<file path="config.mk">
export PLATFORM = sky130hd
export DESIGN_NAME = regfile_dump_reader
export DESIGN_NICKNAME = d
export VERILOG_FILES = /design/src/rtl/regdump_pkg.sv /design/src/rtl/regfile_dump_reader.sv
export SDC_FILE = /design/constraint.sdc
export NUM_CORES = 1
export LEC_CHECK = 0
export ABC_CLOCK_PERIOD_IN_PS = 2600
export CAP_MARGIN = 20
export CORE_MARGIN = 5
export CORE_UTILIZATION = 41
export DETAILED_ROUTE_END_ITERATION = 6
export PLACE_DENSITY = 0.77
export SLEW_MARGIN = 10
export SYNTH_ARGS = -nofsm -noshare
export SYNTH_HDL_FRONTEND = slang
export SYNTH_SLANG_ARGS = --single-unit
</file>
<file path="constraint.sdc">
create_clock -name clk -period 2.6 [get_ports clk]
set_input_delay 0.78 -clock clk [delete_from_list [all_inputs] [get_ports clk]]
set_output_delay 0.78 -clock clk [all_outputs]
set_load 0.1 [all_outputs]
</file>
<file path="src/rtl/regdump_pkg.sv">
// regdump_pkg: shared FSM state type and default geometry for the register dump reader.
package regdump_pkg;
  localparam int NUM_REGS_DEF = 32;
  localparam int DATA_W_DEF = 32;
  localparam int ADDR_W_DEF = 5;
  typedef enum logic [1:0] {IDLE, READ, SEND, DONE} state_e;
endpackage

</file>
<file path="src/rtl/regfile_dump_reader.sv">
// regfile_dump_reader: walks a register file and streams each value out over a valid/ready beat.
// Define REGDUMP_SKIP_R0_EN to start the walk at register 1 (register 0 is never read or emitted).
module regfile_dump_reader
  import regdump_pkg::*;
#(
  parameter int NUM_REGS = NUM_REGS_DEF,
  parameter int DATA_W = DATA_W_DEF,
  parameter int ADDR_W = ADDR_W_DEF
) (
  input  logic              clk,
  input  logic              rst_n,
  input  logic              start_i,
  output logic              busy_o,
  output logic [ADDR_W-1:0] ra_o,
  input  logic [DATA_W-1:0] rd_i,
  output logic              dump_valid_o,
  input  logic              dump_ready_i,
  output logic [ADDR_W-1:0] dump_idx_o,
  output logic [DATA_W-1:0] dump_data_o,
  output logic              done_o
);
`ifdef REGDUMP_SKIP_R0_EN
  localparam logic [ADDR_W-1:0] FIRST_IDX = ADDR_W'(1);
`else
  localparam logic [ADDR_W-1:0] FIRST_IDX = '0;
`endif
  localparam logic [ADDR_W-1:0] LAST_IDX = ADDR_W'(NUM_REGS - 1);
  state_e state_q, state_d;
  logic [ADDR_W-1:0] idx_q, idx_d, didx_q, didx_d;
  logic [DATA_W-1:0] data_q, data_d;
  always_comb begin
    state_d = state_q;
    idx_d = idx_q;
    didx_d = didx_q;
    data_d = data_q;
    case (state_q)
      IDLE: if (start_i) begin
        idx_d = FIRST_IDX;
        state_d = READ;
      end
      READ: begin
        data_d = rd_i;
        didx_d = idx_q;
        state_d = SEND;
      end
      SEND: if (dump_ready_i) begin
        state_d = (idx_q == LAST_IDX) ? DONE : READ;
        idx_d = (idx_q == LAST_IDX) ? idx_q : idx_q + ADDR_W'(1);
      end
      DONE: state_d = IDLE;
      default: state_d = IDLE;
    endcase
  end
  // rst_n is this codebase's active-high asynchronous reset despite its name
  always_ff @(posedge clk or posedge rst_n) begin
    if (rst_n) begin
      state_q <= IDLE;
      idx_q <= '0;
      didx_q <= '0;
      data_q <= '0;
    end else begin
      state_q <= state_d;
      idx_q <= idx_d;
      didx_q <= didx_d;
      data_q <= data_d;
    end
  end
  assign ra_o = idx_q;
  assign busy_o = state_q != IDLE;
  assign dump_valid_o = state_q == SEND;
  assign done_o = state_q == DONE;
  assign dump_idx_o = didx_q;
  assign dump_data_o = data_q;
endmodule

</file>
* Word level (Yosys, flattened, before mapping)
Cells that the tools add are included.
** Storage, ports and cells
- Register bits after elaboration :: 44
- Bits in latches :: 0
- Memory bits (writable) :: 0
- Bits in read-only memories :: 0
- Bits of input ports :: 36
- Output and inout port bits :: 45
- Logic and storage cells :: 25
- Memories :: 0
** Cells by class
- Add/sub/neg operators :: 1
- $mul :: 0
- Div/mod/pow operators :: 0
- Magnitude comparators :: 0
- Equality and inequality tests :: 7
- Shift-type cells :: 0
- Mux-type cells :: 8
- Bitwise logic cells :: 0
- Reduce and logical (&&, ||, !) cells :: 5
** Operators by type and width (count)
- 5-bit 2-to-1 mux :: 3
- 5-bit case mux with 2 select lines :: 1
- 2-bit case mux with 4 select lines :: 1
- 2-bit 2-to-1 mux :: 3
- 5-bit by 1-bit adder with 5-bit output (second input constant) :: 1
- 5-bit equality test (second input constant) :: 1
- 2-bit equality test (second input constant) :: 2
- 2-bit != test (second input constant) :: 2
- 4-bit AND reduction :: 1
- 2-bit nonzero test :: 2
- 2-bit by 1-bit equality test with 1-bit output (second input constant) :: 1
- 2-bit zero test :: 1
- 2-bit by 1-bit != test with 1-bit output (second input constant) :: 1
- 2-bit AND reduction :: 1

* Logic depth before layout (Yosys ltp)
Gate-level depths: netlist (run 1).
- Depth after elaboration :: 4
- Gate-level depth with buffers :: 6
- Depth with buffers taken out :: 6

* Worst setup path after synthesis (run 1)
OpenSTA, ideal clock, no wires.
- Path type :: flip-flop to output port
- From :: register state_q[1]
- To :: output port dump_valid_o
- Data arrival time :: 1.932 ns
- Slack :: -0.112 ns
- Stages on the path, launching flop included :: 2
- Buffers on the path :: 0
- Cells stage by stage :: dfrtp_1 -> nor2b_1
** On the way
- Cells in the longest elaborated chain, start to end :: 1
** Ends and longest elaborated chain
- start: declaration :: line regfile_dump_reader.sv:28 : state_e state_q, state_d;
- start signal: assignment :: line regfile_dump_reader.sv:62 : state_q <= state_d;
- 2-bit equality test :: line regfile_dump_reader.sv:70 : assign dump_valid_o = state_q == SEND;
- end: declaration :: line regfile_dump_reader.sv:16 : output logic dump_valid_o,
No other way between the ends.

* Worst setup path after layout (run 1)
Ends and elaborated chain as after synthesis.

==> out/metrics.csv, run 1 <==
metric,value,unit
path_cells,"nor2b_2, buf_12",
worst-setup-path-type,register to primary output,
diodes,0,
die_h,75.6,um
grtUsageMet3,0.0356,
start_util,0.432,
cts_hold_buf,0,
drive_gt1_frac,0.473,
num_io_pins,81,
finClkSkew,0.00737,ns
fin_crit_sh,0.810,
detail-route-antenna-nets,0,
post_cts_buffers,0,
slew_viol_final,0,
relSlewSlack,0.386,
r2r-start,ra_o[0]$_DFFE_PP0P_,
dieWidth,75.6,um
place.port_buffers,80,
std_cell_rows,23,
critical_path_required,1.82,ns
routed_wl,4060,um
viasPerCell,4.87,
root_buffer,clkbuf_8,
cts.sinks,44,
hold_viol_final,0,
cts_max_level,2,
max_stage_delay,0.47,ns
antenna_found_initial,0,
worstPathArrival,1.33,ns
first_global_vias,1394,
tightest_slew,0.921,ns
final_cells,253,
avgSynthCellArea,15.0,um2
startpoint,state_q[1]$_DFFE_PP0P_,
async_flop_share,1.00,
grt_max_degree,45,
dr.pass1.iters,4,
dieArea,5710,um2
synth-seq-cells,44,
ctsResizeCount,0,
hp-start,dump_idx_o[4]$_DFFE_PP0N_,
synth_common_cells,"dfrtp_1 (44), mux2_2 (35), nand2_1 (6)",
synth-edff-count,0,
yosys.cell_count.top_type,dfrtp_1,
worstSkewPairLatency,0.29,ns
vias,1232,
grtUsageMet2,0.264,
cp-end-kind,primary output,
nNetsFinal,240,
holdCritPathClass,register to register,
drc,0,
initialDrtViolationCount,23,
clockBufferDepth,2,
drv_cap,0,
post_drt_wl_per_cell,16.1,um
tns,0,ns
max_freq,0.475,GHz
gr-total-overflow,0,
cts_tree,yes,
ys_seq_area_frac,0.624,
fillers,327,
ys_warn_count,0,
synth_cell_types,23,
min_period,2.11,ns
postSynthNetCount,156,
dp.cells,245,
core,4090,um2
area_delta_synth_final,47.5,%
crit_slowest_cell,dfrtp_1,
numCtsBuffers,5,
routabilityCongestion,0.846,
grt_pass1_wl,6370,um
rsz0062_at_grt,no,
ys_top_cells_by_area,"dfrtp_1 (62%), mux2_2 (22%), buf_4 (1.7%), nand4bb_4 (1.6%), ha_1 (1.4%)",
netlist_area,1760,um2
synth_top_flop_cell,dfrtp_1,
netlist.area_leader.share,0.624,
hold_ws,0.498,ns
path_max_fanout,7,
dp_hpwl,3110,um
clk_pin_slew,0.07,ns
grtUsageTotal,0.149,
grt_use_met1,0.164,
top_usage_layer,met2,
setup_viol,0,
synthCells,118,
synth_top_area_cell,dfrtp_1,
worst_setup_path_start_kind,register,
status,"complete, no violations",
[layout make-up]
type	instances	area (um2)	area share
Sequential cell	44	1100	0.423
Tap cell	50	62.6	0.0240
Multi-Input combinational cell	66	623	0.239
Inverter	4	15.0	0.00577
Clock inverter	2	10.0	0.00385
Clock buffer	6	82.6	0.0317
Timing Repair Buffer	81	708	0.272
[metal layers]
| layer | vias to the layer above | routed length [um] |
|---|---|---|
| li1 | 576 | - |
| met1 | 607 | 1530 |
| met2 | 40 | 2180 |
| met3 | 9 | 237 |
| met4 | 0 | 111 |
| met5 | - | 0 |
[kinds of logic (layout without fill, tap and decap cells)]
logic type | after synthesis | count (layout) | synth area share
compound gates | 8 | 8 | 0.0319
fa+ha+maj | 2 | 2 | 0.0142
buf+inv | 8 | 93 | 0.0255
flops | 44 | 44 | 0.624
mux | 37 | 37 | 0.235
simple gates | 19 | 19 | 0.0695
[cell usage in the layout (no fill, tap or decap)]
cell             netlist  routed
a211o_1                1       1
a21o_2                 1       1
a21oi_1                1       1
a221o_1                1       1
and2_2                 1       1
and3_1                 2       2
buf_12                 0       1
buf_4                  4      45
clkbuf_8               0       6
clkdlybuf4s50_1        0      35
clkinv_1               0       1
clkinv_2               0       2
dfrtp_1               44      44
ha_1                   2       2
inv_1                  4       3
mux2_2                35      35
mux2i_1                2       2
nand2_1                6       6
nand2b_1               2       1
nand2b_2               0       1
nand3_1                1       1
nand4bb_4              1       1
nor2_1                 1       1
nor2b_1                2       1
nor2b_2                0       1
nor3_1                 1       1
nor3b_1                1       1
o21a_2                 1       1
o21ai_0                3       3
or2_2                  1       1
[worst paths after layout]
kind	endpoint	depth (start not counted)	slack (ns)
max in group asynchronous	state_q[1]$_DFFE_PP0P_	3	1.31
min reg2reg	dump_idx_o[4]$_DFFE_PP0N_	2	0.50
min	dump_idx_o[4]$_DFFE_PP0N_	2	0.50
max reg2reg	ra_o[2]$_DFFE_PP0P_	6	0.61
min in group asynchronous	dump_data_o[13]$_DFFE_PP0N_	3	0.91
max	dump_valid_o	2	0.49
[stage by stage]
step           worst slack, ns  area, um2  utilization
2_1_floorplan            0.225       1770            -
3_3_place_gp             0.497       2510        0.614
3_5_place_dp             0.447       2510        0.614
4_1_cts                  0.468       2600        0.637
5_1_grt                  0.405       2600        0.637
6_report                 0.494       2600        0.637
[sequential cells by signal (all words and copies together) (netlist names)]
signal / cells
dump_data_o: 32
ra_o: 5
dump_idx_o: 5
state_q: 2
[worst max-delay path, delay by kind of cell, from the launching register on]
family | cells | cell delay, ns
and+or+nand+nor | 1 | 0.35
DFF | 1 | 0.47
buffers and inverters | 1 | 0.22
Power of run 1 is left out: the tool's default activity adds up to more than one toggle a clock period on the data nets, which glitch-free logic cannot reach.
==> run 2, diff against run 1 <==
ABC_CLOCK_PERIOD_IN_PS = 1800   (was 2600)
CORE_UTILIZATION = 37   (was 41)
PLACE_DENSITY = 0.73   (was 0.77)
clock period = 1.8 ns   (was 2.6 ns; I/O delays follow)
==> run 2 against run 1 <==
  * Die area up 9.3%
  * Register-to-register slack worse by 0.59 ns
  * First-iteration DRC count up 96%
  * Critical path depth up 4
  * Sequential share of layout area down 8.6 points
  * Critical endpoint is now ra_o[2]$_DFFE_PP0P_
==> out/metrics.csv, run 2 (synthesized netlist as in run 1, its figures left out) <==
metric,value,unit,change
min_to,dump_idx_o[4]$_DFFE_PP0N_,,
numCtsBuffers,5,,unchanged
start_util,0.379,,-0.0532
max_freq,0.562,GHz,
dp_hpwl,3670,um,+18%
place_ws,-0.0420,ns,-0.489 ns
grt_max_degree,45,,unchanged
detail-route-antenna-nets,0,,unchanged
nNetsFinal,250,,+4.2%
tightest_slew,0.279,ns,-0.641 ns
most-common-layout-cells,"buf_12 (46), dfrtp_1 (38), mux2_2 (35), clkdlybuf4s50_1 (35), buf_4 (10)",,
holdCritPathClass,register to register,,
num_io_pins,81,,unchanged
diodes,0,,unchanged
drc,0,,unchanged
grtUsageTotal,0.160,,+0.0103
cts_tree,yes,,
min_period,1.78,ns,
dr.pass1.iters,4,,unchanged
slew_viol_final,0,,unchanged
layout_commonest_cell,buf_12,,
dieWidth,79.1,um,+4.6%
path_max_fanout,4,,-3
worst_setup_path_start_kind,register,,
post_drt_wl_per_cell,17.5,um,+9.1%
wl_met3,326,um,+38%
hp-start,dump_idx_o[4]$_DFFE_PP0N_,,
first_global_vias,1485,,+6.5%
initialDrtViolationCount,45,,+96%
grt_pass1_wl,7560,um,+19%
hold_viol_final,0,,unchanged
die_h,79.1,um,+4.6%
vias,1284,,+4.2%
root_buffer,clkbuf_8,,
area_delta_synth_final,87.1,%,
cts.sinks,44,,unchanged
critical_path.reg2reg.endpoint,ra_o[2]$_DFFE_PP0P_,,
met1_length,1790,um,+17%
setup_viol,0,,unchanged
antenna_found_initial,0,,unchanged
dieArea,6250,um2,+9.3%
gr-total-overflow,0,,unchanged
viasPerCell,4.81,,-1.2%
drive_gt1_frac,0.540,,+0.0670
worst-setup-path-type,register to register,,
cp-end-kind,register,,
worstSkewPairLatency,0.30,ns,about the same
r2r_cells,6,,unchanged
largest_reg_flops,32,,unchanged
met2_length,2430,um,+12%
fin_crit_sh,0.988,,
setup_ws,0.0208,ns,-0.474 ns
core,4660,um2,+14%
routed_wl,4680,um,+15%
relSlewSlack,0.814,,+0.428
topRoutingLayerUsed,met4,,
routabilityCongestion,0.690,,-18%
critical_path_required,1.98,ns,+0.16 ns
r2r-start,ra_o[0]$_DFFE_PP0P_,,
status,"complete, no violations",,
min_delay_path_depth,2,,unchanged
rsz0062_at_grt,yes,,
finClkSkew,0.0124,ns,+0.00499 ns
std_cell_rows,25,,+8.7%
place.port_buffers,80,,unchanged
clockBufferDepth,2,,unchanged
cts_max_level,2,,unchanged
clk_pin_slew,0.08,ns,about the same
drv_cap,0,,unchanged
worstPathArrival,1.96,ns,+0.63 ns
r2r_setup_slack,0.02,ns,-0.59 ns
==> run 2: critical path: stages, from the launching register on <==
cell,delay (ns)
dfrtp_4,0.50
ha_4,0.17
and3_4,0.18
ha_4,0.15
nand4bb_4,0.20
o21a_4,0.15
a221o_1,0.31
==> run 2: stage by stage <==
step / util / TNS (ns) / hold WS (ns) / cell area [um2] / cells
floorplan: - / -0.364 / 0.514 / 1810 / 118
global placement: 0.682 / 0 / 0.541 / 3180 / 256
detailed placement: 0.682 / -0.0420 / 0.557 / 3180 / 256
CTS: 0.706 / -0.0199 / 0.577 / 3290 / 267
global route: 0.708 / -0.0260 / 0.593 / 3300 / 267
finish: 0.708 / 0 / 0.571 / 3300 / 267
==> run 2: worst max path at each step <==
stage	slack, ns	from	endpoint	depth (start not counted)
final	0.02	ra_o[0]$_DFFE_PP0P_	ra_o[2]$_DFFE_PP0P_	6
after global routing	-0.03	ra_o[1]$_DFFE_PP0P_	ra_o[2]$_DFFE_PP0P_	6
after CTS	-0.01	state_q[0]$_DFFE_PP0P_	busy_o	2
after detailed placement	-0.04	dump_ready_i	ra_o[2]$_DFFE_PP0P_	5
after global placement	0.04	dump_ready_i	ra_o[2]$_DFFE_PP0P_	4
after floorplan	-0.13	ra_o[0]$_DFFE_PP0P_	ra_o[2]$_DFFE_PP0P_	6
==> run 2: layout make-up <==
cell class                      count  area, um2
Fill cell                         309       1360
Timing Repair Buffer               91       1350
Sequential cell                    44       1110
Multi-Input combinational cell     66        677
Clock buffer                        7       76.3
Tap cell                           54       67.6
Inverter                            4       15.0
Clock inverter                      1       5.00
==> run 2: repair_timing <==
item,CTS,global route
resized for setup,3,3
endpoints found under the setup margin,3,4
setup buffers,3,0
pin swaps,0,0
endpoints found under the hold margin,0,0
hold buffers,0,0
==> run 2: metal layers <==
metal | track usage | vias to the layer above
met5 | 0 | -
met4 | 0.0739 | 0
met3 | 0.0510 | 11
met2 | 0.278 | 48
met1 | 0.177 | 629
li1 | - | 596
Power of run 2 is left out for the same reason.
